--- src/rtl/song_reader_pkg.sv ---
// -----------------------------------------------------------------------------
// song_reader_pkg
// Shared definitions for the song reader: field widths, FSM state encodings,
// the end-of-song terminator value and the song data table that backs the
// song ROM.
//
// Contents:
//   NOTE_BITS / DURATION_BITS / SONG_BITS / INDEX_BITS  field widths
//   ADDR_BITS / WORD_BITS                               ROM geometry
//   state_t + ST_*                                      FSM state encodings
//   DURATION_END                                        terminator duration
//   song_word()                                         song data table
// -----------------------------------------------------------------------------
package song_reader_pkg;

    localparam int NOTE_BITS     = 6;
    localparam int DURATION_BITS = 6;
    localparam int SONG_BITS     = 2;
    localparam int INDEX_BITS    = 5;

    localparam int ADDR_BITS = SONG_BITS + INDEX_BITS;
    localparam int WORD_BITS = NOTE_BITS + DURATION_BITS;

    typedef logic [2:0] state_t;

    localparam state_t ST_IDLE = 3'd0;
    localparam state_t ST_RD   = 3'd1;
    localparam state_t ST_LOAD = 3'd2;
    localparam state_t ST_WAIT = 3'd3;
    localparam state_t ST_END  = 3'd4;

    // A ROM entry with this duration marks the end of a song.
    localparam logic [DURATION_BITS-1:0] DURATION_END = '0;

    // Song data. Each word is {note, duration}; address is {song, index}.
    // Slots not listed read as zero, i.e. a terminator.
    //   song 0: two notes, then a terminator whose note field is non-zero
    //   song 1: 32 entries, note = index (slot 0 is a rest), duration = index+1
    //   song 2: one note, one rest, then end
    //   song 3: one note, then end
    function automatic logic [WORD_BITS-1:0] song_word(input logic [ADDR_BITS-1:0] addr);
        logic [SONG_BITS-1:0]     sel;
        logic [INDEX_BITS-1:0]    idx;
        logic [NOTE_BITS-1:0]     n;
        logic [DURATION_BITS-1:0] d;
        sel = addr[ADDR_BITS-1:INDEX_BITS];
        idx = addr[INDEX_BITS-1:0];
        n   = '0;
        d   = '0;
        case (sel)
            2'd0: begin
                case (idx)
                    5'd0:    begin n = 6'd20; d = 6'd12; end
                    5'd1:    begin n = 6'd33; d = 6'd5;  end
                    5'd2:    begin n = 6'd7;  d = 6'd0;  end
                    default: begin n = 6'd0;  d = 6'd0;  end
                endcase
            end
            2'd1: begin
                n = {1'b0, idx};
                d = {1'b0, idx} + 6'd1;
            end
            2'd2: begin
                case (idx)
                    5'd0:    begin n = 6'd45; d = 6'd24; end
                    5'd1:    begin n = 6'd0;  d = 6'd6;  end
                    default: begin n = 6'd0;  d = 6'd0;  end
                endcase
            end
            default: begin
                case (idx)
                    5'd0:    begin n = 6'd10; d = 6'd3; end
                    default: begin n = 6'd0;  d = 6'd0; end
                endcase
            end
        endcase
        return {n, d};
    endfunction

endpackage

--- src/rtl/dffre.sv ---
// -----------------------------------------------------------------------------
// dffre
// Generic D flip-flop with synchronous active-high reset (to zero) and
// load enable.
//
// Ports:
//   clk  in   clock
//   r    in   synchronous reset, active-high, clears q
//   en   in   load enable
//   d    in   WIDTH  next value
//   q    out  WIDTH  registered value
// -----------------------------------------------------------------------------
module dffre #(
    parameter int WIDTH = 1
) (
    input  logic             clk,
    input  logic             r,
    input  logic             en,
    input  logic [WIDTH-1:0] d,
    output logic [WIDTH-1:0] q
);

    always_ff @(posedge clk) begin
        if (r) begin
            q <= '0;
        end else if (en) begin
            q <= d;
        end
    end

endmodule

--- src/rtl/song_rom.sv ---
// -----------------------------------------------------------------------------
// song_rom
// Synchronous song ROM, 128 words of {note, duration}. Data for an address
// presented in one cycle appears on dout in the next cycle.
//
// Ports:
//   clk   in   clock
//   addr  in   7   {song, index}
//   dout  out  12  {note, duration}, registered
// -----------------------------------------------------------------------------
module song_rom
    import song_reader_pkg::*;
(
    input  logic                 clk,
    input  logic [ADDR_BITS-1:0] addr,
    output logic [WORD_BITS-1:0] dout
);

    always_ff @(posedge clk) begin
        dout <= song_word(addr);
    end

endmodule

--- src/rtl/song_reader.sv ---
// -----------------------------------------------------------------------------
// song_reader
// Walks the song ROM one entry at a time, hands each note/duration to the
// note player with a one-cycle new_note pulse, then waits for note_done
// before fetching the next entry. End of song (terminator entry or the last
// slot completing) is flagged with a one-cycle song_done pulse.
//
// Ports:
//   clk        in   1              system clock
//   reset      in   1              synchronous, active-high
//   play       in   1              high: advance; low: hold before next fetch
//   song       in   SONG_BITS      selected song
//   note_done  in   1              note player finished the current note
//   note       out  NOTE_BITS      note to load, registered
//   duration   out  DURATION_BITS  duration to load, registered
//   new_note   out  1              one-cycle load pulse
//   song_done  out  1              one-cycle end-of-song pulse
// -----------------------------------------------------------------------------
module song_reader
    import song_reader_pkg::*;
(
    input  logic                     clk,
    input  logic                     reset,
    input  logic                     play,
    input  logic [SONG_BITS-1:0]     song,
    input  logic                     note_done,
    output logic [NOTE_BITS-1:0]     note,
    output logic [DURATION_BITS-1:0] duration,
    output logic                     new_note,
    output logic                     song_done
);

    localparam logic [INDEX_BITS-1:0] INDEX_LAST = '1;
    localparam logic [INDEX_BITS-1:0] INDEX_ONE  = {{(INDEX_BITS-1){1'b0}}, 1'b1};

    state_t                   state_q,     state_d;
    logic [INDEX_BITS-1:0]    index_q,     index_d;
    logic [SONG_BITS-1:0]     song_q,      song_d;
    logic [NOTE_BITS-1:0]     note_q,      note_d;
    logic [DURATION_BITS-1:0] duration_q,  duration_d;
    logic                     new_note_q,  new_note_d;
    logic                     song_done_q, song_done_d;
    logic                     load_en;

    logic [WORD_BITS-1:0]     rom_dout;
    logic [NOTE_BITS-1:0]     rom_note;
    logic [DURATION_BITS-1:0] rom_duration;
    logic                     song_change;

    // Address only moves on a song change or an index increment, both of
    // which return to IDLE, so the ROM has a full cycle to settle before RD.
    song_rom u_song_rom (
        .clk  (clk),
        .addr ({song_q, index_q}),
        .dout (rom_dout)
    );

    assign rom_note     = rom_dout[WORD_BITS-1:DURATION_BITS];
    assign rom_duration = rom_dout[DURATION_BITS-1:0];
    assign song_change  = (song != song_q);

    assign note_d     = rom_note;
    assign duration_d = rom_duration;

    always_comb begin
        state_d     = state_q;
        index_d     = index_q;
        song_d      = song_q;
        new_note_d  = 1'b0;
        song_done_d = 1'b0;
        load_en     = 1'b0;

        if (song_change) begin
            // Restart the new song; any pulse that would have been launched
            // this cycle is dropped.
            song_d  = song;
            index_d = '0;
            state_d = ST_IDLE;
        end else begin
            case (state_q)
                ST_IDLE: begin
                    if (play) begin
                        state_d = ST_RD;
                    end
                end
                ST_RD: begin
                    // ROM data is valid now; decide here so that note/duration
                    // and the matching pulse all appear together in LOAD.
                    state_d = ST_LOAD;
                    if (rom_duration != DURATION_END) begin
                        load_en    = 1'b1;
                        new_note_d = 1'b1;
                    end else begin
                        song_done_d = 1'b1;
                    end
                end
                ST_LOAD: begin
                    // new_note_q is high in LOAD exactly when the entry was a note.
                    state_d = new_note_q ? ST_WAIT : ST_END;
                end
                ST_WAIT: begin
                    if (note_done) begin
                        if (index_q == INDEX_LAST) begin
                            song_done_d = 1'b1;
                            state_d     = ST_END;
                        end else begin
                            index_d = index_q + INDEX_ONE;
                            state_d = ST_IDLE;
                        end
                    end
                end
                ST_END: begin
                    state_d = ST_END;
                end
                default: begin
                    state_d = ST_IDLE;
                end
            endcase
        end
    end

    dffre #(.WIDTH(3)) u_state_q (
        .clk (clk), .r (reset), .en (1'b1), .d (state_d), .q (state_q)
    );

    dffre #(.WIDTH(INDEX_BITS)) u_index_q (
        .clk (clk), .r (reset), .en (1'b1), .d (index_d), .q (index_q)
    );

    dffre #(.WIDTH(SONG_BITS)) u_song_q (
        .clk (clk), .r (reset), .en (1'b1), .d (song_d), .q (song_q)
    );

    dffre #(.WIDTH(NOTE_BITS)) u_note_q (
        .clk (clk), .r (reset), .en (load_en), .d (note_d), .q (note_q)
    );

    dffre #(.WIDTH(DURATION_BITS)) u_duration_q (
        .clk (clk), .r (reset), .en (load_en), .d (duration_d), .q (duration_q)
    );

    dffre #(.WIDTH(1)) u_new_note_q (
        .clk (clk), .r (reset), .en (1'b1), .d (new_note_d), .q (new_note_q)
    );

    dffre #(.WIDTH(1)) u_song_done_q (
        .clk (clk), .r (reset), .en (1'b1), .d (song_done_d), .q (song_done_q)
    );

    assign note      = note_q;
    assign duration  = duration_q;
    assign new_note  = new_note_q;
    assign song_done = song_done_q;

endmodule

--- config.mk ---
export PLATFORM = sky130hd
export DESIGN_NAME = song_reader
export DESIGN_NICKNAME = d
export VERILOG_FILES = /design/src/rtl/song_reader_pkg.sv /design/src/rtl/dffre.sv /design/src/rtl/song_rom.sv /design/src/rtl/song_reader.sv
export SDC_FILE = /design/constraint.sdc
export NUM_CORES = 1
export LEC_CHECK = 0
export CORE_AREA = 4 4 59 66
export DETAILED_ROUTE_END_ITERATION = 6
export DIE_AREA = 0 0 63 70
export PLACE_DENSITY = 0.77
export SLEW_MARGIN = 15
export SYNTH_ARGS = -nofsm -noshare
export SYNTH_HDL_FRONTEND = slang
export SYNTH_HIERARCHICAL = 1
export SYNTH_SLANG_ARGS = --single-unit
--- constraint.sdc ---
create_clock -name clk -period 2.5 [get_ports clk]
set_input_delay 0.25 -clock clk [delete_from_list [all_inputs] [get_ports clk]]
set_output_delay 0.25 -clock clk [all_outputs]
set_load 0.02 [all_outputs]
==> results by group <==
Floorplan
  • Die Width: ~63 um
  • Row count: 22
  • Total core area: 3280 sq um
  • I/O Pins: 20
  • Chip Height: roughly 70 um
  • Starting density of the core: a little over half
  • DIE AREA: approximately 4400 sq um

Synthesis
  • Mean cell area of the mapped netlist: between 9 and 10 sq um
  • Count of flip-flops with a built-in enable after synthesis: 0
  • Yosys synthesis warning count: 6
  • Number of distinct library cells after synthesis: 39
  • Top post-synthesis cells by area: dfxtp_1, mux2i_1, nor2_1
  • Synthesized cell area: ~1700 sq um
  • Post-synth top area cell: dfxtp_1
  • Async set-reset flop share out of synthesis: 0%
  • Main flop type after synthesis: dfxtp_1
  • Synthesized flop and latch total: 36
  • Cells after Synth: 181
  • Proportion of netlist area held by the largest area contributor: ~42%
  • Sequential cell area fraction in the yosys report: 42.2%

Placement
  • HPWL Detailed: ~2400 um
  • Number of buffers inserted by port buffering: 19
  • Setup Slack @ Placement: ~0.58 ns
  • GP Congestion: 0.812

Layout
  • Number of filler instances in the final layout: ~280
  • Leading cell types in the layout, fill and taps excluded: dfxtp_1, nor2_1, mux2i_1, clkdlybuf4s50_1, conb_1
  • Final antenna diode count: 0
  • Fraction of layout cells with a size suffix above 1: a little under a tenth
  • Most common cell after layout, fill and taps aside: dfxtp_1
  • Area growth syn-to-layout: 17.4%
  • Number of nets in the finished design: 220

Timing
  • Period minus WS final: about 1.9 ns
  • Actual transition at the worst max-transition pin: around 0.68 ns
  • Endpoints failing setup: 0
  • Final number of hold-violating endpoints: 0
  • RSZ-0062 raised after global routing: no
  • Final critical-path setup slack: approximately 0.58 ns
  • Worst-case hold slack: a little under 0.5 ns
  • Number of pins with negative max-slew slack in the final report: 0
  • Period utilisation layout: around three quarters
  • Maximum clock frequency: 521 MHz
  • Max-Slew Margin vs Limit: a little over half
  • Fin Clk Skew: approximately 0.0071 ns
  • Post-route setup TNS: 0 ns

Routing
  • Via density per instance: ~5.8
  • Uppermost layer routed: met4
  • Pre-Repair DR Iteration Count: 5
  • Routed wire length: 3310 um
  • Overall via count from detail_route: ~1400
  • Detail Route met3 WL: approximately 170 um
  • Routed length on met2: around 1600 um
  • Number of design-rule violations left by the first detailed-router iteration: 67
  • Remaining number of nets flagged by the antenna check after routing: 0
  • Routed wire per std cell: ~13 um
  • Post-route DRC violation count: 0
  • Met1 Routed Length: between 1000 and 1500 um

GRT
  • Total routing resource utilization after global routing: 16.3%
  • First-pass GRT wire length: 5760 um
  • Global route overflow: 0
  • Largest net degree at the start of global routing: 18
  • Number of antenna violations at the first check in global routing: 0
  • Vias in the first global route: about 1300

Pwr
  • Overall power of the completed layout: approximately 980 uW
  • Ratio of total power to cell area: between 400 and 500 nW/um^2
  • Total leakage power: roughly 0.74 nW
  • Worst IR drop on VDD: approximately 0.36 mV

Clock network
  • Total of hold buffers inserted after clock tree synthesis: 0
  • Clk slew on worst S/H paths: roughly 0.11 ns
  • Number of buffers created by CTS: 5
  • Master cell of the clock root buffer: clkbuf_4
  • Maximum root-to-sink buffer count: 2
  • Post-CTS repair timing setup buffer count: 0
  • TritonCTS clock tree: done
  • Number of levels the H-tree was split into: 2
  • PostCTS Resize Cnt: 0
  • Clock latency on the worst-skew pair: 0.34 ns
  • Number of sinks on the clock net: 36

Critical path
  • Crit path max fanout: 2
  • Kind of end point of the critical path: register
  • Critical path start-end classification: register to register
  • CP startpoint kind: register
  • Arrival time at the worst endpoint: between 2 and 2.5 ns
  • Data required time of the critical path: 2.79 ns

Hold path
  • Class of the tightest hold or removal check: register to register

Run
  • MaxCap Viol Count: 0

Run status
  • Status: completed
-- worst max-delay path, stage by stage, from the launching register on --
cell	delay, ns
dfxtp_1	0.33
or4_4	0.53
or4_4	0.43
a2111oi_2	0.37
mux2i_1	0.12
nor2_1	0.09
-- cell type report --
type                       instances  area, sq um  area share [%]
clock buffer                       5         37.5            1.87
clock inverter                     3         18.8           0.936
inverter                           6         22.5            1.12
multi-input combinational        136          932            46.5
sequential                        36          721            36.0
tap                               36         45.0            2.25
timing repair buffer              24          228            11.4
-- registers in the layout (all words and copies together), names as in the netlist --
register,count
u_song_rom/dout,12
u_duration_q/q,6
u_note_q/q,6
u_state_q/q,3
u_index_q/q,5
u_song_done_q/q,1
u_song_q/q,2
u_new_note_q/q,1
-- logic make-up (layout without fill, tap and decap cells) --
| kind of cell | after synthesis | after routing | share of synthesized area, % |
|---|---|---|---|
| AND/OR/NAND/NOR | 63 | 63 | 19.1 |
| multiplexers | 26 | 26 | 15.3 |
| buffers and inverters | 16 | 38 | 5.13 |
| flip-flops | 36 | 36 | 42.2 |
| other | 1 | 8 | 0.220 |
| XOR/XNOR | 5 | 5 | 2.56 |
| AO/OA/AOI/OAI | 29 | 29 | 11.8 |
| adder cells (fa/ha/maj) | 5 | 5 | 3.66 |
-- through the flow --
step / instances / instance area (sq um) / util [%]
2_1_floorplan: 188 / 1730 / -
3_3_place_gp: 238 / 1950 / 59.5
3_5_place_dp: 238 / 1950 / 59.5
4_1_cts: 246 / 2000 / 61.2
5_1_grt: 246 / 2000 / 61.2
6_report: 246 / 2000 / 61.2
-- synth_stat cells, drive strengths merged (2+ instances only) --
library cell	count
a211oi	3
a21oi	5
a22oi	3
a32o	2
a41oi	2
and4	2
and4b	2
buf	4
clkbuf	6
dfxtp	36
ha	5
inv	6
mux2i	25
nand2	6
nand3	5
nor2	29
nor2b	5
nor3	4
nor4	2
o21ai	8
or4	3
xnor2	4
-- per-layer routing --
layer / vias up / GRT usage [%]
li1: 701 / -
met1: 676 / 19.1
met2: 40 / 27.0
met3: 5 / 5.95
met4: 0 / 6.37
met5: - / 0
-- final timing paths --
| kind | startpoint | endpoint | slack [ns] | cells after the start |
|---|---|---|---|---|
| worst max-delay path | u_song_rom/dout[1] | u_song_done_q/q | 0.58 | 5 |
| worst min register to register | u_song_rom/dout[10] | u_note_q/q[4] | 0.48 | 2 |
| worst max register to register | u_song_rom/dout[1] | u_song_done_q/q | 0.58 | 5 |
| worst min-delay path | u_song_rom/dout[10] | u_note_q/q[4] | 0.48 | 2 |
-- power breakdown --
part           total, mW  switching [mW]  internal, mW  leakage [nW]
combinational     0.0731          0.0388        0.0343         0.415
sequential         0.601          0.0132         0.588         0.293
clock              0.301           0.194         0.108        0.0349
total              0.975           0.246         0.730         0.742
Power figures use the tool's default switching activity.
